## src/rtl/alarm_controller_if.sv

```systemverilog
// rtl/alarm_controller_if.sv - button, watch-time and alarm status signals of alarm_controller
//
// Purpose: groups the board-side inputs and the alarm status outputs of alarm_controller.
// Ports (master = board/watch side, slave = alarm_controller):
//   alarm_en         master->slave  level, 1 = alarm enabled
//   mode_btn         master->slave  pulse, toggles edit target WATCH <-> ALARM
//   edit_btns[1:0]   master->slave  pulses, [1] = hours+1, [0] = minutes+1
//   stop_btn         master->slave  pulse, stops ringing or snooze
//   snooze_btn       master->slave  pulse, snoozes while ringing
//   current_time     master->slave  BCD {Ht,Hu,Mt,Mu,St,Su} watch time
//   watch_edit_btns  slave->master  edit pulses forwarded to the watch
//   alarm_time       slave->master  BCD alarm time, seconds always 0
//   alarm_mode       slave->master  1 = edits target the alarm register
//   ringing          slave->master  1 while ringing
//   snoozing         slave->master  1 while snoozing
interface alarm_controller_if;
  logic        alarm_en;
  logic        mode_btn;
  logic [1:0]  edit_btns;
  logic        stop_btn;
  logic        snooze_btn;
  logic [19:0] current_time;
  logic [1:0]  watch_edit_btns;
  logic [19:0] alarm_time;
  logic        alarm_mode;
  logic        ringing;
  logic        snoozing;

  modport master (
    output alarm_en, mode_btn, edit_btns, stop_btn, snooze_btn, current_time,
    input  watch_edit_btns, alarm_time, alarm_mode, ringing, snoozing
  );

  modport slave (
    input  alarm_en, mode_btn, edit_btns, stop_btn, snooze_btn, current_time,
    output watch_edit_btns, alarm_time, alarm_mode, ringing, snoozing
  );
endinterface

```

## src/rtl/alarm_controller.sv

```systemverilog
// rtl/alarm_controller.sv - alarm edit routing, time match and ring/snooze state machine
//
// Purpose: routes hour/minute edit pulses to the watch or to a BCD alarm register, compares
// the watch time with the alarm time and sequences DISARMED/ARMED/RINGING/SNOOZE.
// Second ticks come from changes of the seconds-units digit of current_time.
// Parameters:
//   RING_SECS    ticks RINGING may last before returning to ARMED (>=1)
//   SNOOZE_SECS  ticks spent in SNOOZE before ringing again (>=1)
// Ports:
//   clk    system clock
//   reset  synchronous, active-high reset
//   bus    alarm_controller_if.slave (buttons and watch time in, alarm status out)
module alarm_controller #(
  parameter int RING_SECS   = 60,
  parameter int SNOOZE_SECS = 300
) (
  input  logic                  clk,
  input  logic                  reset,
  alarm_controller_if.slave     bus
);

  localparam int MAX_SECS = (RING_SECS > SNOOZE_SECS) ? RING_SECS : SNOOZE_SECS;
  localparam int CNT_W    = $clog2(MAX_SECS + 1);
  localparam logic [CNT_W-1:0] RING_LAST   = CNT_W'(RING_SECS - 1);
  localparam logic [CNT_W-1:0] SNOOZE_LAST = CNT_W'(SNOOZE_SECS - 1);

  typedef enum logic [1:0] {
    DISARMED = 2'd0,
    ARMED    = 2'd1,
    RINGING  = 2'd2,
    SNOOZE   = 2'd3
  } state_t;

  state_t           state;
  logic [CNT_W-1:0] sec_cnt;
  logic [3:0]       prev_su;
  logic             match_q;

  // Alarm register, one BCD digit per field
  logic [1:0] al_ht;
  logic [3:0] al_hu;
  logic [2:0] al_mt;
  logic [3:0] al_mu;

  logic sec_tick;
  logic match;
  logic trig;

  assign sec_tick = (bus.current_time[3:0] != prev_su);
  assign match    = (bus.current_time[19:7] == {al_ht, al_hu, al_mt, al_mu}) &&
                    (bus.current_time[6:0] == 7'd0);
  // One trigger per match second; a stop inside that second cannot re-arm a ring
  assign trig     = match & ~match_q;

  assign bus.alarm_time = {al_ht, al_hu, al_mt, al_mu, 7'd0};

  // Edit routing and alarm register; mode_btn acts at the same edge, so a
  // simultaneous edit still lands in the previous target.
  always_ff @(posedge clk) begin
    if (reset) begin
      bus.alarm_mode      <= 1'b0;
      bus.watch_edit_btns <= 2'b00;
      al_ht               <= 2'd0;
      al_hu               <= 4'd0;
      al_mt               <= 3'd0;
      al_mu               <= 4'd0;
    end else begin
      bus.watch_edit_btns <= bus.alarm_mode ? 2'b00 : bus.edit_btns;
      if (bus.alarm_mode && bus.edit_btns[1]) begin
        if (al_ht == 2'd2 && al_hu == 4'd3) begin
          al_ht <= 2'd0;
          al_hu <= 4'd0;
        end else if (al_hu == 4'd9) begin
          al_ht <= al_ht + 2'd1;
          al_hu <= 4'd0;
        end else begin
          al_hu <= al_hu + 4'd1;
        end
      end
      // Minute wrap deliberately does not carry into hours
      if (bus.alarm_mode && bus.edit_btns[0]) begin
        if (al_mt == 3'd5 && al_mu == 4'd9) begin
          al_mt <= 3'd0;
          al_mu <= 4'd0;
        end else if (al_mu == 4'd9) begin
          al_mt <= al_mt + 3'd1;
          al_mu <= 4'd0;
        end else begin
          al_mu <= al_mu + 4'd1;
        end
      end
      if (bus.mode_btn) begin
        bus.alarm_mode <= ~bus.alarm_mode;
      end
    end
  end

  // Alarm FSM with registered ringing/snoozing that follow the state on the same edge
  always_ff @(posedge clk) begin
    if (reset) begin
      state        <= DISARMED;
      sec_cnt      <= '0;
      prev_su      <= 4'd0;
      match_q      <= 1'b0;
      bus.ringing  <= 1'b0;
      bus.snoozing <= 1'b0;
    end else begin
      prev_su <= bus.current_time[3:0];
      match_q <= match;
      if (!bus.alarm_en) begin
        state        <= DISARMED;
        bus.ringing  <= 1'b0;
        bus.snoozing <= 1'b0;
      end else begin
        case (state)
          DISARMED: begin
            state <= ARMED;
          end
          ARMED: begin
            if (trig) begin
              state       <= RINGING;
              sec_cnt     <= '0;
              bus.ringing <= 1'b1;
            end
          end
          RINGING: begin
            if (bus.stop_btn) begin
              state       <= ARMED;
              bus.ringing <= 1'b0;
            end else if (bus.snooze_btn) begin
              state        <= SNOOZE;
              sec_cnt      <= '0;
              bus.ringing  <= 1'b0;
              bus.snoozing <= 1'b1;
            end else if (sec_tick && sec_cnt == RING_LAST) begin
              state       <= ARMED;
              bus.ringing <= 1'b0;
            end else if (sec_tick) begin
              sec_cnt <= sec_cnt + CNT_W'(1);
            end
          end
          SNOOZE: begin
            if (bus.stop_btn) begin
              state        <= ARMED;
              bus.snoozing <= 1'b0;
            end else if (sec_tick && sec_cnt == SNOOZE_LAST) begin
              state        <= RINGING;
              sec_cnt      <= '0;
              bus.ringing  <= 1'b1;
              bus.snoozing <= 1'b0;
            end else if (sec_tick) begin
              sec_cnt <= sec_cnt + CNT_W'(1);
            end
          end
          default: begin
            state        <= DISARMED;
            bus.ringing  <= 1'b0;
            bus.snoozing <= 1'b0;
          end
        endcase
      end
    end
  end

endmodule

```

## src/flat_wrapper.sv

```systemverilog
// flat-port wrapper written by rule: the top's interface ports become plain ports
module alarm_controller_flat 
#(
  parameter int RING_SECS   = 60,
  parameter int SNOOZE_SECS = 300
)
  (clk, reset, bus_alarm_en, bus_mode_btn, bus_edit_btns, bus_stop_btn, bus_snooze_btn, bus_current_time, bus_watch_edit_btns, bus_alarm_time, bus_alarm_mode, bus_ringing, bus_snoozing);
  alarm_controller_if bus_i ();
  input  logic clk;
  input  logic reset;
  input wire logic [$bits(bus_i.alarm_en)-1:0] bus_alarm_en;
  input wire logic [$bits(bus_i.mode_btn)-1:0] bus_mode_btn;
  input wire logic [$bits(bus_i.edit_btns)-1:0] bus_edit_btns;
  input wire logic [$bits(bus_i.stop_btn)-1:0] bus_stop_btn;
  input wire logic [$bits(bus_i.snooze_btn)-1:0] bus_snooze_btn;
  input wire logic [$bits(bus_i.current_time)-1:0] bus_current_time;
  output wire logic [$bits(bus_i.watch_edit_btns)-1:0] bus_watch_edit_btns;
  output wire logic [$bits(bus_i.alarm_time)-1:0] bus_alarm_time;
  output wire logic [$bits(bus_i.alarm_mode)-1:0] bus_alarm_mode;
  output wire logic [$bits(bus_i.ringing)-1:0] bus_ringing;
  output wire logic [$bits(bus_i.snoozing)-1:0] bus_snoozing;
  assign bus_i.alarm_en = bus_alarm_en;
  assign bus_i.mode_btn = bus_mode_btn;
  assign bus_i.edit_btns = bus_edit_btns;
  assign bus_i.stop_btn = bus_stop_btn;
  assign bus_i.snooze_btn = bus_snooze_btn;
  assign bus_i.current_time = bus_current_time;
  assign bus_watch_edit_btns = bus_i.watch_edit_btns;
  assign bus_alarm_time = bus_i.alarm_time;
  assign bus_alarm_mode = bus_i.alarm_mode;
  assign bus_ringing = bus_i.ringing;
  assign bus_snoozing = bus_i.snoozing;
  alarm_controller #(.RING_SECS(RING_SECS), .SNOOZE_SECS(SNOOZE_SECS)) u_core (.clk(clk), .reset(reset), .bus(bus_i));
endmodule
```

## config.mk

```make
export PLATFORM = sky130hd
export DESIGN_NAME = alarm_controller_flat
export DESIGN_NICKNAME = d
export VERILOG_FILES = /design/src/rtl/alarm_controller_if.sv /design/src/rtl/alarm_controller.sv /design/src/flat_wrapper.sv
export SDC_FILE = /design/constraint.sdc
export NUM_CORES = 1
export LEC_CHECK = 0
export BUFFER_PORTS_ARGS = -buffer_cell sky130_fd_sc_hd__buf_2
export CORE_ASPECT_RATIO = 1.5
export CORE_MARGIN = 2
export CORE_UTILIZATION = 50
export DETAILED_ROUTE_END_ITERATION = 10
export GPL_TIMING_DRIVEN = 0
export PLACE_DENSITY = 0.76
export SLEW_MARGIN = 20
export SYNTH_ARGS = -nofsm -noshare
export SYNTH_HDL_FRONTEND = slang
export SYNTH_SLANG_ARGS = --single-unit
```

## constraint.sdc

```tcl
create_clock -name clk -period 6.5 [get_ports clk]
set_input_delay 1.3 -clock clk [delete_from_list [all_inputs] [get_ports clk]]
set_output_delay 1.3 -clock clk [all_outputs]
set_load 0.01 [all_outputs]
```

-- After elaboration in Yosys (flattened, before gate mapping)
Cells that the tools add are included.
- output and inout bits: 25
- logic and storage cells: 97
- register bits: 34
- add/sub/neg operators: 5
- muxes and demuxes: 35
- eq/ne operators: 20
- bitwise operators: 4
- reduce and logical (&&, ||, !) cells: 21
- operator list (kind ; number):
    9-bit 2-to-1 mux ; 7
    9-bit case mux with 3 select lines ; 1
    2-bit 2-to-1 mux ; 8
    4-bit 2-to-1 mux ; 4
    13-bit equality test ; 1
    1-bit 2-to-1 mux ; 10
    9-bit by 1-bit adder with 9-bit output (second input constant) ; 1
    9-bit by 6-bit equality test with 1-bit output (second input constant) ; 1
    9-bit equality test (second input constant) ; 1
    4-bit by 1-bit adder with 4-bit output (second input constant) ; 2
    4-bit equality test (second input constant) ; 2
    2-bit case mux with 4 select lines ; 1
    1-bit logical AND ; 7
    7-bit zero test ; 1
    2-bit equality test (second input constant) ; 3
    3-bit 2-to-1 mux ; 2
    2-bit inequality test (second input constant) ; 3
    6-bit AND reduction ; 1
    2-bit nonzero test ; 3
    5-bit AND reduction ; 1
    4-bit by 2-bit equality test with 1-bit output (second input constant) ; 1
    2-bit by 1-bit inequality test with 1-bit output (second input constant) ; 2
    4-bit by 3-bit inequality test with 1-bit output (second input constant) ; 1
    4-bit inequality test ; 1
    other kinds (16) ; 20

-- Depth between registers and ports, before layout
Gate-level depths: netlist (run 1).
- depth in word-level cells: 6
- depth in mapped cells: 8

-- Worst setup path before layout (run 1)
Ideal clock, no wire load.
- path kind: input -> register
- from: in bus_current_time[0]
- to: reg u_core.sec_cnt[2]
- required time: 6.368 ns
- stages: 7
- data arrival time: 2.855 ns
- setup slack: 3.513 ns
- library setup time: 0.132 ns
- path through: or4_4 nor4_4 nand4_2 o31ai_4 buf_6 a311o_1 o41ai_2
- word-level cells in the longest chain between the ends: 6
- ends and longest elaborated chain (element ; RTL line ; text):
    start: declaration ; flat_wrapper.sv:16 ; input wire logic [$bits(bus_i.current_time)-1:0] bus_current_time;
    4-bit inequality test ; alarm_controller.sv:49 ; assign sec_tick = (bus.current_time[3:0] != prev_su);
    9-bit 2-to-1 mux (4 in series) ; -- ;
    9-bit case mux with 3 select lines ; alarm_controller.sv:115 ; case (state)
    end signal: assignment ; alarm_controller.sv:139 ; sec_cnt <= sec_cnt + CNT_W'(1);
    end signal: assignment ; alarm_controller.sv:152 ; sec_cnt <= sec_cnt + CNT_W'(1);
    end: declaration ; alarm_controller.sv:35 ; logic [CNT_W-1:0] sec_cnt;
Parallel ways exist; a longest one is shown, timed or not. The select of a mux whose other input is x is not followed.
A chain may end at the register's enable or synchronous reset.

-- Worst setup path in the final report (run 1)
- from: in bus_current_time[3]
- to: reg u_core.sec_cnt[8]
The elaborated chain is that of the path after synthesis.

==> run metrics, run 1 <==
HPWL reported at the end of detailed placement around 3400 µm; Yosys warning count 0; I/O Buffers 44; CP Buf/Inv Count 2; RSZ-0062 raised after global routing false; Critical Path AT 3380 ps; worst reg2reg path depth 7; worst vdd ir 165.7 µV; Syn Area/Cell 8.731 µm²; f_max 314.8 MHz; Initial DRC Count 50; Final Instance Area 0.002381 mm²; die height 80.94 µm; Hold Path Depth 1; status finished, final reports clean; Finish-stage setup viols 0; number of synthesized flops with an enable pin 0; number of max-cap violations 0; RR Startpoint u_core.prev_su[2]$_SDFF_PP0_; cell area power density 193.1 mW/mm²; GPL Wtd Cong 0.8646; Crit path depth 8; Post-CTS Setup Bufs 0; largest net degree at the start of global routing 12; Max clock buf depth 2; Core Box Area 0.003854 mm²; NetSw roughly 0.11 mW; power share of the combinational group 10.9%; Post-CTS Resized 0; Fin. Hold Viols 0; root buf cell clkbuf_8; synthesized area 0.001973 mm²; post-DR vias/cell 5.650; slowest stage delay, CP 630 ps; Worst R2R Setup Slack 4130 ps; filler instances 355; final WL around 4600 µm; most frequent cells in the layout 45 x buf_2, 34 x dfxtp_1, 15 x nand2_1; Starting Density 51.20%; total power 0.4597 mW; DIE WIDTH 55.29 µm; first-pass GRT wire length about 7900 µm; Distinct cells, synth 50; I/O pin total 53; # DRC 0; fin nets 316; proportion of layout cells with a drive suffix above 1 27.11%; setup_tns 0 ps; Vias 1859; clock buffer count from CTS 5; total grt overflow 0; Hold WS around 500 ps; vias in the first global route 1828; worst-skew pair later-pin latency 290 ps; global routing's busiest layer met2; worst-path fanout max 10; Critical Path Source bus_current_time[3]; antenna cells 0; Final Critical Period 3177 ps; CP max-delay cell a41oi_1; crit path cell chain buf_2 > xnor2_1 > nand4_1 > buf_2 > a41oi_1 > and2_1 > nand2_2 > o41ai_2; CTS tree done; Critical Path Sink Type flop; Final Util roughly three fifths; CP endpoint u_core.sec_cnt[8]$_SDFFE_PP0P_; H-Tree Depth 2; Crit Path Class primary input to flop; Clock Sinks 34; top_reg_cell synth dfxtp_1; Pint 0.3484 mW; Area Overhead vs Synth 20.67%; DR pass1 iterations 4; WL/cell roughly 14 µm; most used cell, CP buf_2; worst relative slew slack 46.82%; sequential area share after synthesis 34.50%; Synth Register Bits 34; Worst path top cell family by delay compound AO/OA/AOI/OAI gates; Seq pwr share 47.2%; Req. time, crit path around 6700 ps; Hold Buf Count CTS 0; worst clock skew 7.231 ps; total global-route track usage about 22%; Critical R2R Capture u_core.sec_cnt[8]$_SDFFE_PP0P_; Antenna Nets Post-Route 0; power share of the clock group between 40% and 50%; post-synthesis async set-or-reset flop share 0%; initial antenna violation count 0; cell count after synthesis 226; CTS clk-pin slew, worst paths 70 ps; Hold Path Class flop to flop; Post-Place Cell Area 0.002272 mm²; FP Rows 28; M1 GR Usage 22.39%; GR Util met2 43.21%; Net Sw Frac 24.22%; period utilization 48.88%; commonest non-fill, non-tap cell in the layout buf_2; Die ar. 0.004475 mm²; pins over their slew limit 0; Lkg Pwr 0.9939 nW; crit path launch type primary input; met3 Use GR 4.140%; Slew @ Worst Pin 787.3 ps
==> metal layers <==
layer / vias up / wire (µm)
li1: 921 / -
met5: - / 0
met4: 0 / 104
met1: 873 / 1730
met3: 9 / 246
met2: 56 / 2491
==> logic make-up after synthesis <==
family | after synthesis | synth area share [%]
compound gates | 49 | 19.79
xor+xnor | 24 | 10.65
fa+ha+maj | 5 | 3.171
buf+inv | 28 | 7.102
flops | 34 | 34.50
other cells | 1 | 0.1901
simple gates | 85 | 24.60
==> worst register-to-register path, cell delays in order (launching register included) <==
cell,delay [ps]
dfxtp_1,310
xnor2_1,160
nand4_1,170
buf_2,220
a41oi_1,630
and2_1,320
nand2_2,170
o41ai_2,300
==> power by group through the flow <==
| stage | sequential [mW] | combinational [mW] | clock [mW] |
|---|---|---|---|
| 6_report | 0.217 | 0.0501 | 0.193 |
| 5_1_grt | 0.218 | 0.0561 | 0.206 |
| 4_1_cts | 0.217 | 0.0505 | 0.197 |
| 3_5_place_dp | 0.222 | 0.0503 | 0 |
| 3_3_place_gp | 0.222 | 0.0494 | 0 |
| 2_1_floorplan | 0.223 | 0.0294 | 0 |
==> metrics by stage <==
step	instances	worst slack, ps
after floorplan	232	3513
after global placement	321	3023
after detailed placement	321	3022
after CTS	329	3346
after global routing	329	3133
final	329	3323
==> cell usage after synthesis (6+ instances only) <==
library cell	n	share of area [%]
dfxtp_1	34	34
nand2_1	15	2.9
nor2_1	14	2.7
xnor2_1	12	5.3
xor2_1	12	5.3
a21oi_1	11	2.8
nor3_1	11	2.8
inv_1	10	1.9
nand4_1	10	3.2
o21ai_0	8	2.0
buf_4	7	2.7
clkbuf_1	7	1.3
nor2b_1	7	2.2
a31oi_1	6	1.9
==> flip-flops by register name, indices dropped and copies added, names as in the netlist <==
signal	count
u_core.bus.alarm_mode	1
u_core.bus.watch_edit_btns	2
u_core.match_q	1
u_core.prev_su	4
u_core.al_mt	3
u_core.bus.snoozing	1
u_core.al_hu	4
u_core.al_mu	4
u_core.bus.ringing	1
u_core.sec_cnt	9
u_core.state	2
u_core.al_ht	2
==> area by class of cell <==
type                       instances  area [µm²]  area share, %
clock buffer                       5       68.82          2.890
multi-input combinational        170        1175          49.34
sequential                        34       680.7          28.59
timing repair buffer              44       220.2          9.249
buffer                            17       98.84          4.151
inverter                          11       41.29          1.734
clock inverter                     3       40.04          1.682
tap                               45       56.30          2.365
==> worst min-delay path by stage <==
stage,to,start,slack (ps)
after floorplan,u_core.sec_cnt[1]$_SDFFE_PP0P_,u_core.sec_cnt[1]$_SDFFE_PP0P_,470
after global placement,u_core.bus.ringing$_SDFFE_PP0P_,u_core.bus.ringing$_SDFFE_PP0P_,460
after detailed placement,u_core.bus.ringing$_SDFFE_PP0P_,u_core.bus.ringing$_SDFFE_PP0P_,470
after CTS,u_core.bus.ringing$_SDFFE_PP0P_,u_core.bus.ringing$_SDFFE_PP0P_,490
after global routing,u_core.bus.ringing$_SDFFE_PP0P_,u_core.bus.ringing$_SDFFE_PP0P_,510
final,u_core.bus.ringing$_SDFFE_PP0P_,u_core.bus.ringing$_SDFFE_PP0P_,490
Power figures use the tool's default switching activity.
==> run 2, diff against run 1 <==
- ABC_AREA: default -> 1
- CORE_UTILIZATION: 50 -> 48
- clock period: 6.5 -> 2.85 ns (I/O delays scaled with it)
==> run metrics, run 2 <==
Finish-stage setup viols 0; Hold WS 443.9 ps; Starting Density about half; Core Box Area 0.004429 mm²; pins over their slew limit 0; failing checks DRC; total global-route track usage 21.01%; Hold Path Class flop to flop; Post-CTS Setup Bufs 0; root buf cell clkbuf_8; HPWL reported at the end of detailed placement 3861 µm; Final Critical Period 1687 ps; top-count cell post-synth nand2_1; setup_tns 0 ps; DIE WIDTH 58.91 µm; number of synthesized flops with an enable pin 0; filler instances approximately 460; Syn Area/Cell 5.964 µm²; proportion of layout cells with a drive suffix above 1 approximately 17%; worst-path fanout max 9; top cells by count, synth 110 x nand2_1, 64 x inv_1, 60 x nor2_1; period utilization around 59%; Antenna Nets Post-Route 0; worst vdd ir about 310 µV; WL/cell 10.35 µm; fin nets ~460; Yosys warning count 0; max FFs per register 9; worst clock skew 3.681 ps; cell area power density 426.3 mW/mm²; synthesized area 0.002171 mm²; Die ar. 0.005088 mm²; Final WS setup 1163 ps; most frequent cells in the layout 110 x nand2_1, 64 x inv_1, 60 x nor2_1; I/O pin total 53; Vias 2256; antenna cells 0; post-synthesis async set-or-reset flop share 0%; Area Overhead vs Synth 19.08%; Max clock buf depth 2; largest net degree at the start of global routing 11; total grt overflow 0; Req. time, crit path 3040 ps; status finished with violations; H-Tree Depth 2; RSZ-0062 raised after global routing false; crit path launch type flop; number of max-cap violations 0; Reg with most FFs u_core.sec_cnt; commonest non-fill, non-tap cell in the layout nand2_1; Initial DRC Count 70; Final Instance Area 0.002585 mm²; Final Util about three fifths; FP Rows 30; top post-synthesis cells by area dfxtp_1 31%, nand2_1 19%, inv_1 11%, nor2_1 10%, nand3_1 7.4%; final WL 4873 µm; Post-Place Cell Area between 0.002 and 0.0025 mm²; Critical Path AT 1870 ps; worst-skew pair later-pin latency 290 ps; Crit Path Class flop to flop; Lkg Pwr 1.359 nW; initial antenna violation count 0; CTS tree done; Hold Buf Count CTS 0; Setup WS pre-CTS around 930 ps; vias in the first global route 2114; Fin. Hold Viols 0; biggest area consumer among synthesized cells dfxtp_1; post-DR vias/cell approximately 4.8; Critical Path Sink Type flop; GPL Wtd Cong between 0.9 and 1; Synth top area share 31.35%; I/O Buffers 45; Clock Sinks 34; DR pass1 iterations 7; first-pass GRT wire length 8452 µm; top_reg_cell synth dfxtp_1; sequential area share after synthesis 31.35%; Post-CTS Resized 0; # DRC 1; f_max 592.7 MHz; cell count after synthesis approximately 360; CTS clk-pin slew, worst paths 70 ps; clock buffer count from CTS 5; Distinct cells, synth 31; die height about 86 µm; Synth Register Bits 34
## run 2: changes by cell type in the layout (fill, tap and decap cells not counted), sizes merged, moves of 5 or more
cell / delta
a311o: -5
nand2: +97
nor2b: -7
xor2: -9
nand4: -10
xnor2: -10
nand3: +28
inv: +54
nor2: +48
a31oi: -6
nor3: -9
## run 2: path summary, 6_finish.rpt
path	slack, ps	from	cells past startpoint	to
hold / removal	440	u_core.bus.ringing$_SDFFE_PP0P_	2	u_core.bus.ringing$_SDFFE_PP0P_
setup reg to reg	1160	u_core.al_mt[0]$_SDFFE_PP0P_	11	u_core.sec_cnt[5]$_SDFFE_PP0P_
hold reg to reg	440	u_core.bus.ringing$_SDFFE_PP0P_	2	u_core.bus.ringing$_SDFFE_PP0P_
setup / recovery	1160	u_core.al_mt[0]$_SDFFE_PP0P_	11	u_core.sec_cnt[5]$_SDFFE_PP0P_
## run 2: worst max-delay path, cell delays in order (launching register included)
cell and delay [ps]:
dfxtp_1 430, inv_1 80, nand2_1 60, nand2_1 50, nor2_1 90, nand2_1 80
nor2_1 180, nand3_2 150, a21oi_4 270, nand2_1 80, nand2_1 60, nor2_1 30
## run 2: where the power goes
| part | leakage (nW) | switching (mW) | internal (mW) |
|---|---|---|---|
| combinational | 1.03 | 0.0878 | 0.0650 |
| clock | 0.0524 | 0.176 | 0.262 |
| sequential | 0.277 | 0.0186 | 0.493 |
## run 2: stage by stage
step	instances	total power, mW
finish	471	1.102
global route	471	1.152
CTS	471	1.112
detailed placement	463	0.6753
global placement	463	0.6722
floorplan	370	0.6224
## run 2: logic make-up after synthesis
| family | count (synthesis) | synth area share (%) |
|---|---|---|
| other cells | 1 | 0.1727 |
| xor+xnor | 5 | 2.018 |
| flops | 34 | 31.35 |
| fa+ha+maj | 5 | 2.882 |
| buf+inv | 75 | 14.70 |
| simple gates | 217 | 41.56 |
| compound gates | 27 | 7.320 |
## run 2: final cells by class
class,instances,area [µm²],area share [%]
tap,48,60.06,2.323
multi-input combinational,261,1194,46.18
buffer,10,75.07,2.904
inverter,65,244.0,9.439
timing repair buffer,45,225.2,8.712
clock inverter,1,30.03,1.162
sequential,34,680.7,26.33
clock buffer,7,76.32,2.953
## run 2: layer usage
layer  wire length [µm]  share of wire (%)  GRT usage (%)
met1               1841                 38          22.64
met2               2706                 56          39.09
met3                252                5.2          3.433
met4                 72                1.5          8.678
met5                  0                  0              0
